### src/rtl/core_csr_access_ctrl_pkg.sv
// Shared Zicsr encodings, FSM state type and read-only address mask for the CSR access controller.
package core_csr_access_ctrl_pkg;

  localparam logic [1:0] F3_RW = 2'b01;
  localparam logic [1:0] F3_RS = 2'b10;
  localparam logic [1:0] F3_RC = 2'b11;

  // addr[11:10] == 2'b11 marks a read-only CSR
  localparam logic [1:0] CSR_RO_MASK = 2'b11;

  typedef enum logic [1:0] {
    ST_IDLE  = 2'b00,
    ST_READ  = 2'b01,
    ST_WRITE = 2'b10,
    ST_RESP  = 2'b11
  } state_t;

  function automatic logic f3_illegal(input logic [2:0] f3);
    return (f3[1:0] == 2'b00);
  endfunction

endpackage

### src/rtl/core_csr_wdata_alu.sv
// Combinational read-modify step for Zicsr ops: new CSR value and write enable.
module core_csr_wdata_alu
  import core_csr_access_ctrl_pkg::*;
#(
  parameter int DATA_W = 32
) (
  input  logic [1:0]        i_op,
  input  logic [DATA_W-1:0] i_old,
  input  logic [DATA_W-1:0] i_src,
  input  logic              i_rs1_nz,
  output logic [DATA_W-1:0] o_new,
  output logic              o_wr_en
);

  always_comb begin
    o_new   = i_src;
    o_wr_en = 1'b0;
    case (i_op)
      F3_RW: begin
        o_new   = i_src;
        o_wr_en = 1'b1;
      end
      F3_RS: begin
        o_new   = i_old | i_src;
        o_wr_en = i_rs1_nz;
      end
      F3_RC: begin
        o_new   = i_old & ~i_src;
        o_wr_en = i_rs1_nz;
      end
      default: begin
        o_new   = i_src;
        o_wr_en = 1'b0;
      end
    endcase
  end

endmodule

### src/rtl/core_csr_access_ctrl.sv
// Zicsr initiator: IDLE->READ->WRITE->RESP sequencing of one CSR op against the CSR unit.
// Optional build macro CSR_RO_CHECK_EN flags enabled writes to read-only CSRs as illegal.
module core_csr_access_ctrl
  import core_csr_access_ctrl_pkg::*;
#(
  parameter int CSR_ADDR_WIDTH = 12,
  parameter int CSR_DATA_WIDTH = 32
) (
  input  logic                      clk,
  input  logic                      rst,
  input  logic                      req_valid_i,
  output logic                      req_ready_o,
  input  logic [2:0]                funct3_i,
  input  logic [CSR_ADDR_WIDTH-1:0] csr_addr_i,
  input  logic [4:0]                rs1_idx_i,
  input  logic [CSR_DATA_WIDTH-1:0] rs1_data_i,
  input  logic [4:0]                rd_idx_i,
  output logic [CSR_ADDR_WIDTH-1:0] csr_raddr_o,
  input  logic [CSR_DATA_WIDTH-1:0] csr_rdata_i,
  output logic [CSR_ADDR_WIDTH-1:0] csr_waddr_o,
  output logic [CSR_DATA_WIDTH-1:0] csr_wdata_o,
  output logic                      csr_wr_o,
  output logic                      rsp_valid_o,
  input  logic                      rsp_ready_i,
  output logic [CSR_DATA_WIDTH-1:0] rsp_rdata_o,
  output logic [4:0]                rsp_rd_o,
  output logic                      rsp_err_o
);

  state_t                    r_state;
  state_t                    w_state_nxt;
  logic [2:0]                r_funct3;
  logic [CSR_ADDR_WIDTH-1:0] r_addr;
  logic [4:0]                r_rs1_idx;
  logic [CSR_DATA_WIDTH-1:0] r_rs1_data;
  logic [4:0]                r_rd;
  logic [CSR_DATA_WIDTH-1:0] r_old;

  logic                      w_accept;
  logic [CSR_DATA_WIDTH-1:0] w_src;
  logic [CSR_DATA_WIDTH-1:0] w_new;
  logic                      w_alu_wr_en;
  logic                      w_err;
  logic                      w_wr_en;

  assign w_accept = req_valid_i && (r_state == ST_IDLE);

  always_ff @(posedge clk) begin
    if (rst) r_state <= ST_IDLE;
    else     r_state <= w_state_nxt;
  end

  // Datapath registers carry no reset; every output using them is gated by state.
  always_ff @(posedge clk) begin
    if (w_accept) begin
      r_funct3   <= funct3_i;
      r_addr     <= csr_addr_i;
      r_rs1_idx  <= rs1_idx_i;
      r_rs1_data <= rs1_data_i;
      r_rd       <= rd_idx_i;
    end
    if (r_state == ST_READ) r_old <= csr_rdata_i;
  end

  assign w_src = r_funct3[2] ? {{(CSR_DATA_WIDTH-5){1'b0}}, r_rs1_idx} : r_rs1_data;

  core_csr_wdata_alu #(
    .DATA_W (CSR_DATA_WIDTH)
  ) u_alu (
    .i_op     (r_funct3[1:0]),
    .i_old    (r_old),
    .i_src    (w_src),
    .i_rs1_nz (r_rs1_idx != 5'd0),
    .o_new    (w_new),
    .o_wr_en  (w_alu_wr_en)
  );

`ifdef CSR_RO_CHECK_EN
  logic w_ro;
  assign w_ro  = (r_addr[CSR_ADDR_WIDTH-1:CSR_ADDR_WIDTH-2] == CSR_RO_MASK);
  assign w_err = f3_illegal(r_funct3) || (w_alu_wr_en && w_ro);
`else
  assign w_err = f3_illegal(r_funct3);
`endif

  assign w_wr_en = w_alu_wr_en && !w_err;

  always_comb begin
    w_state_nxt = r_state;
    req_ready_o = 1'b0;
    csr_raddr_o = '0;
    csr_waddr_o = '0;
    csr_wdata_o = '0;
    csr_wr_o    = 1'b0;
    rsp_valid_o = 1'b0;
    rsp_rdata_o = '0;
    rsp_rd_o    = '0;
    rsp_err_o   = 1'b0;
    case (r_state)
      ST_IDLE: begin
        req_ready_o = 1'b1;
        if (req_valid_i) w_state_nxt = ST_READ;
      end
      ST_READ: begin
        csr_raddr_o = r_addr;
        w_state_nxt = ST_WRITE;
      end
      ST_WRITE: begin
        csr_raddr_o = r_addr;
        csr_waddr_o = r_addr;
        csr_wdata_o = w_new;
        csr_wr_o    = w_wr_en;
        w_state_nxt = ST_RESP;
      end
      ST_RESP: begin
        csr_raddr_o = r_addr;
        rsp_valid_o = 1'b1;
        rsp_rdata_o = w_err ? '0 : r_old;
        rsp_rd_o    = r_rd;
        rsp_err_o   = w_err;
        if (rsp_ready_i) w_state_nxt = ST_IDLE;
      end
      default: w_state_nxt = ST_IDLE;
    endcase
  end

endmodule

### config.mk
export PLATFORM = sky130hd
export DESIGN_NAME = core_csr_access_ctrl
export DESIGN_NICKNAME = d
export VERILOG_FILES = /design/src/rtl/core_csr_access_ctrl_pkg.sv /design/src/rtl/core_csr_wdata_alu.sv /design/src/rtl/core_csr_access_ctrl.sv
export SDC_FILE = /design/constraint.sdc
export NUM_CORES = 1
export LEC_CHECK = 0
export ABC_AREA = 1
export CORE_ASPECT_RATIO = 1.25
export CORE_UTILIZATION = 38
export DETAILED_ROUTE_END_ITERATION = 8
export PLACE_DENSITY_LB_ADDON = 0.12
export SYNTH_ARGS = -nofsm -noshare
export SYNTH_HDL_FRONTEND = slang
export SYNTH_SLANG_ARGS = --single-unit
### constraint.sdc
create_clock -name clk -period 2.1 [get_ports clk]
set_input_delay 0.42 -clock clk [delete_from_list [all_inputs] [get_ports clk]]
set_output_delay 0.42 -clock clk [all_outputs]
set_load 0.005 [all_outputs]
Yosys cells after proc, flatten, opt, wreduce, memory -nomap -nowiden
Index checks and enable logic that the tools add are counted.
{"block": "word_totals", "ff_bits": 91, "input_bits": 93}
{"block": "op_classes", "n_reduce_logical": 9, "n_mux": 16, "eq_ne": 8, "n_bitwise": 3}
{"cell": "2-to-1 mux 32 bit", "n": 4}
{"cell": "one-hot mux 32 bit (2 select lines)", "n": 1}
{"cell": "AND 32 bit", "n": 1}
{"cell": "NOT 32 bit", "n": 1}
{"cell": "OR 32 bit", "n": 1}
{"cell": "2-to-1 mux 12 bit", "n": 2}
{"cell": "equality test 2 bit (second input constant)", "n": 4}
{"cell": "one-hot mux 2 bit (4 select lines)", "n": 1}
{"cell": "2-to-1 mux 5 bit", "n": 1}
{"cell": "nonzero test 5 bit", "n": 1}
{"cell": "equality test 2 x 1 -> 1 bit (second input constant)", "n": 2}
{"cell": "logical NOT 2 bit", "n": 2}
{"cell": "2-to-1 mux 1 bit", "n": 4}
{"cell": "2-to-1 mux 2 bit", "n": 2}
{"cell": "inequality test 2 bit (second input constant)", "n": 2}
{"cell": "OR reduction 3 bit", "n": 1}
{"cell": "logical AND 1 bit", "n": 2}
{"cell": "one-hot mux 1 bit (2 select lines)", "n": 1}
{"cell": "AND reduction 2 bit", "n": 1}
{"cell": "OR reduction 2 bit", "n": 1}
{"cell": "logical NOT 1 bit", "n": 1}

Longest topological paths before layout
{"block": "logic_depth", "depth_word": 5, "mapped_depth": 7}

Modules after synthesis
Synthesis repeated with hierarchy kept, for this count alone.
{"block": "hier_totals", "cells_unflattened": 524, "hier_area_um2": 4581.9}
{"mod": "core_csr_access_ctrl", "cells_per_inst": 385, "area_per_inst_um2": 3970.1, "seq_area_each_um2": 2712.6, "instances": 1}
{"mod": "core_csr_wdata_alu", "cells_per_inst": 139, "area_per_inst_um2": 611.8, "seq_area_each_um2": 0.0, "instances": 1}

Worst setup path after synthesis
OpenSTA, ideal clock, no wires.
{"block": "synth_path", "path_kind": "register -> register", "startpoint": "reg r_state[0]", "endpoint": "reg r_addr[0], enable pin", "n_path_buf": 0, "setup_time_ps": 411, "arrival_time_ps": 1777, "path_slack_ps": -88, "path_stages_with_launch": 5, "t_required_ps": 1689, "path_cell_list": "dfxtp_1 > inv_1 > ha_1 > nand2_1 > inv_1"}
{"block": "synth_between", "elab_chain_len": 2}
{"item": "start, declared", "line_no": "core_csr_access_ctrl.sv:30", "text": "state_t r_state;"}
{"item": "start signal, assigned", "line_no": "core_csr_access_ctrl.sv:50", "text": "else r_state <= w_state_nxt;"}
{"item": "logical NOT 2 bit", "line_no": "core_csr_access_ctrl.sv:46", "text": "assign w_accept = req_valid_i && (r_state == ST_IDLE);"}
{"item": "logical AND 1 bit", "line_no": "core_csr_access_ctrl.sv:46"}
{"item": "named net w_accept", "line_no": "core_csr_access_ctrl.sv:39", "text": "logic w_accept;"}
{"item": "end signal, assigned", "line_no": "core_csr_access_ctrl.sv:57", "text": "r_addr <= csr_addr_i;"}
{"item": "end, declared", "line_no": "core_csr_access_ctrl.sv:33", "text": "logic [CSR_ADDR_WIDTH-1:0] r_addr;"}
The timed path passes the listed nets, and every way through them passes these cells.
A chain may end at the register's enable or synchronous reset.

Final worst setup path
{"block": "layout_path", "startpoint": "reg r_funct3[1]", "endpoint": "out rsp_rdata_o[11]"}
{"block": "layout_between", "elab_chain_len": 3}
{"item": "start, declared", "line_no": "core_csr_access_ctrl.sv:32", "text": "logic [2:0] r_funct3;"}
{"item": "start signal, assigned", "line_no": "core_csr_access_ctrl.sv:56", "text": "r_funct3 <= funct3_i;"}
{"item": "logical NOT 2 bit", "line_no": "core_csr_access_ctrl_pkg.sv:19", "text": "return (f3[1:0] == 2'b00);"}
{"item": "2-to-1 mux 32 bit", "line_no": "core_csr_access_ctrl.sv:118", "text": "rsp_rdata_o = w_err ? '0 : r_old;"}
{"item": "2-to-1 mux 32 bit", "line_no": "core_csr_access_ctrl.sv:99", "text": "case (r_state)"}
{"item": "end, declared", "line_no": "core_csr_access_ctrl.sv:25", "text": "output logic [CSR_DATA_WIDTH-1:0] rsp_rdata_o,"}
No other way between the ends.

==> impl_metrics.yaml <==
run_status:
  status: "finished with violations"
  violations: "setup timing"
sta:
  tightest_slew_ns: 0.439
  grt_setup_unrepaired: "true"
  tns_ns: -0.206
  finalHoldViolations: 0
  slew_viol_final: 0
  fmax_mhz: 467
  setup_violations: 14
  finalCritPeriodShare_pct: 102
  min_period_ns: 2.14
  max-slew-margin-rel_pct: 70.7
  fin_skew_ns: 0.00701
  layout_setup_ws_ns: -0.0424
place:
  portBuffers: 189
  place.detailed.hpwl_mm: 8.09
  pre_cts_slack_ns: 0.000707
  place.gp.congestion: 0.791
  place_area_um2: 6330
clock_tree:
  cts_tree: "done"
  clk_latency_ns: 0.33
  ctsHtreeMaxLevel: 3
  postCtsHoldBufs: 0
  cts_made_buffers: 9
  max-clock-path-buffers: 2
  clock_sinks: 91
  clkTransAtPathRegs_ns: 0.06
  clockRootBuffer: "clkbuf_16"
logic_synthesis:
  syn_nets: 538
  synth-seq-area-share_pct: 63.9
  yosysWarnings: 0
  synth_edf_count: 89
  synth.avg_cell_area_um2: 9.64
  synth_cell_types: 20
  async_flop_share_pct: 0
  syn_inst: 440
  synth_area_um2: 4240
  ys_ff_latch: 91
  synthFlopType: "edfxtp_1"
critical_path:
  worstSetupPathType: "register to output pin"
  path_max_fanout: 7
  crit_arrival_ns: 1.72
  cp_slowest_stage_delay_ns: 0.50
  cp-start-kind: "register"
  path_cells: "or2_4 > buf_12 > nand2_8 > buf_4 > nor2_1 > clkbuf_2"
  path_delay_family: "flip-flops"
  cp_data_required_time_ns: 1.68
  crit_buf_inv: 3
  slowest_stage: "edfxtp_1"
  endpoint_kind: "output pin"
final_layout:
  design_area_um2: 6990
  area_growth_pct: 64.7
  final_util_pct: 65.2
  layout-drive-gt1-share_pct: 21.9
  layout_common_cells: "nor2_1 (99), nand2_1 (96), clkdlybuf4s50_1 (93)"
  final_common_cell: "nor2_1"
  n_antenna_cell: 0
  final_nets: 782
global_routing:
  grt_pass1_wl_mm: 17.6
  antenna_found_initial: 1
  grt-ovfl-total: 0
  grt_pass1_vias: 3600
  track_usage_pct: 21.0
  grt_start_max_net_pins: 30
drt:
  drt.antenna.violating_nets: 0
  wl_per_cell_um: 15.1
  dr.pass1.iters: 4
  drt_iter0_drc: 130
  drt_wl_total_mm: 12.4
  viasPerCell: 4.55
  vias: 3736
  drcViolationCount: 0
power:
  sw_frac_of_total_pct: 32.6
  vdd_drop_max_uv: 711
  p_int_uw: 4890
  clkPwrFrac_pct: 19.5
  p_switching_uw: 2360
  p_seq_share_pct: 38.4
  power_leakage_uw: 0.00353
  power_density_nw_per_um2: 1040
  comb_power_share_pct: 42.0
die:
  ioPinCount: 190
  row_count: 42
  coreArea_um2: 10700
  die_w_um: 96.5
  dieArea_um2: 11600
  die_h_um: 120
  initial_core_util_pct: 39.6
worst_hold_path:
  worstHoldPathType: "register to register"
run:
  cap_violations: 0
## worst min-delay path, stage by stage (launching register included)
cell and delay [ns]:
dfxtp_4 0.38, a21oi_1 0.05, nor2_1 0.11
## per-stage QoR
step	instances	hold WS [ns]	total power, uW
finish	821	0.581	7260
global route	821	0.586	7700
CTS	786	0.570	7070
detailed placement	755	0.566	5460
global placement	755	0.529	5390
floorplan	440	0.503	4030
## registers in the layout (all words and copies together), names as in the netlist
| register | count |
|---|---|
| r_addr | 12 |
| r_state | 2 |
| r_rs1_data | 32 |
| r_old | 32 |
| r_funct3 | 3 |
| r_rs1_idx | 5 |
| r_rd | 5 |
## logic make-up (layout without fill, tap and decap cells)
family                     after synthesis  count (layout)  synth area share (%)
and+or+nand+nor                        220             223                  20.8
DFF                                     91              91                  63.9
AOI/OAI and AO/OA                       34              34                  4.01
adders and majority gates                5               5                  1.47
buffers and inverters                   90             336                  9.76
## routing by layer
layer  GRT usage [%]  share of wire [%]  routed length [um]  vias up
li1                -                  -                   -     1874
met2            37.8                 54                6710      128
met4            7.44                2.2                 275        2
met3            8.05                8.1                1000       19
met1            21.5                 36                4430     1713
met5               0               0.10                  13        -
## repair_timing
| item | in CTS | in global routing |
|---|---|---|
| pin swaps | 3 | 3 |
| gates cloned | 2 | 3 |
| endpoints found under the hold margin | 0 | 0 |
| endpoints found under the setup margin | 96 | 67 |
| resized for setup | 99 | 148 |
| setup buffers | 13 | 32 |
## final timing paths
check | from | end | slack, ns | cells past startpoint
worst min-delay path | r_state[0]$_SDFFE_PP0P_ | r_state[0]$_SDFFE_PP0P_ | 0.58 | 2
worst max-delay path | r_funct3[1]$_DFFE_PP_ | rsp_rdata_o[11] | -0.04 | 6
worst min register to register | r_state[0]$_SDFFE_PP0P_ | r_state[0]$_SDFFE_PP0P_ | 0.58 | 2
worst max register to register | r_state[0]$_SDFFE_PP0P_ | r_state[1]$_SDFFE_PP0P_ | 0.55 | 8
## Yosys cell counts (3+ instances only)
cell / number / area share, %
a21oi_1: 7 / 0.83
nand2_1: 99 / 8.8
o21ai_1: 20 / 2.4
nand3_1: 7 / 0.83
nor2_2: 10 / 1.5
inv_1: 69 / 6.1
edfxtp_1: 89 / 63
buf_6: 5 / 1.3
buf_2: 9 / 1.1
buf_4: 3 / 0.53
ha_1: 5 / 1.5
o21ai_0: 7 / 0.83
nor2_1: 101 / 8.9
## power groups by stage
stage	Clock, uW	Combinational (uW)	Sequential, uW
floorplan	0	1270	2760
global placement	0	2620	2770
detailed placement	0	2680	2780
CTS	1450	2840	2780
global route	1510	3360	2830
finish	1420	3050	2790
## final cells by class
cell class              instances  area [um^2]
clock buffers                  11          233
clock inverters                 5         20.0
fillers                       900         3730
inverters                      71          278
multi-input cells             262         1230
flip-flops and latches         91         2720
well taps                     132          165
repair buffers                248         2340
repair inverters                1         6.26
(Power assumes the default switching activity.)
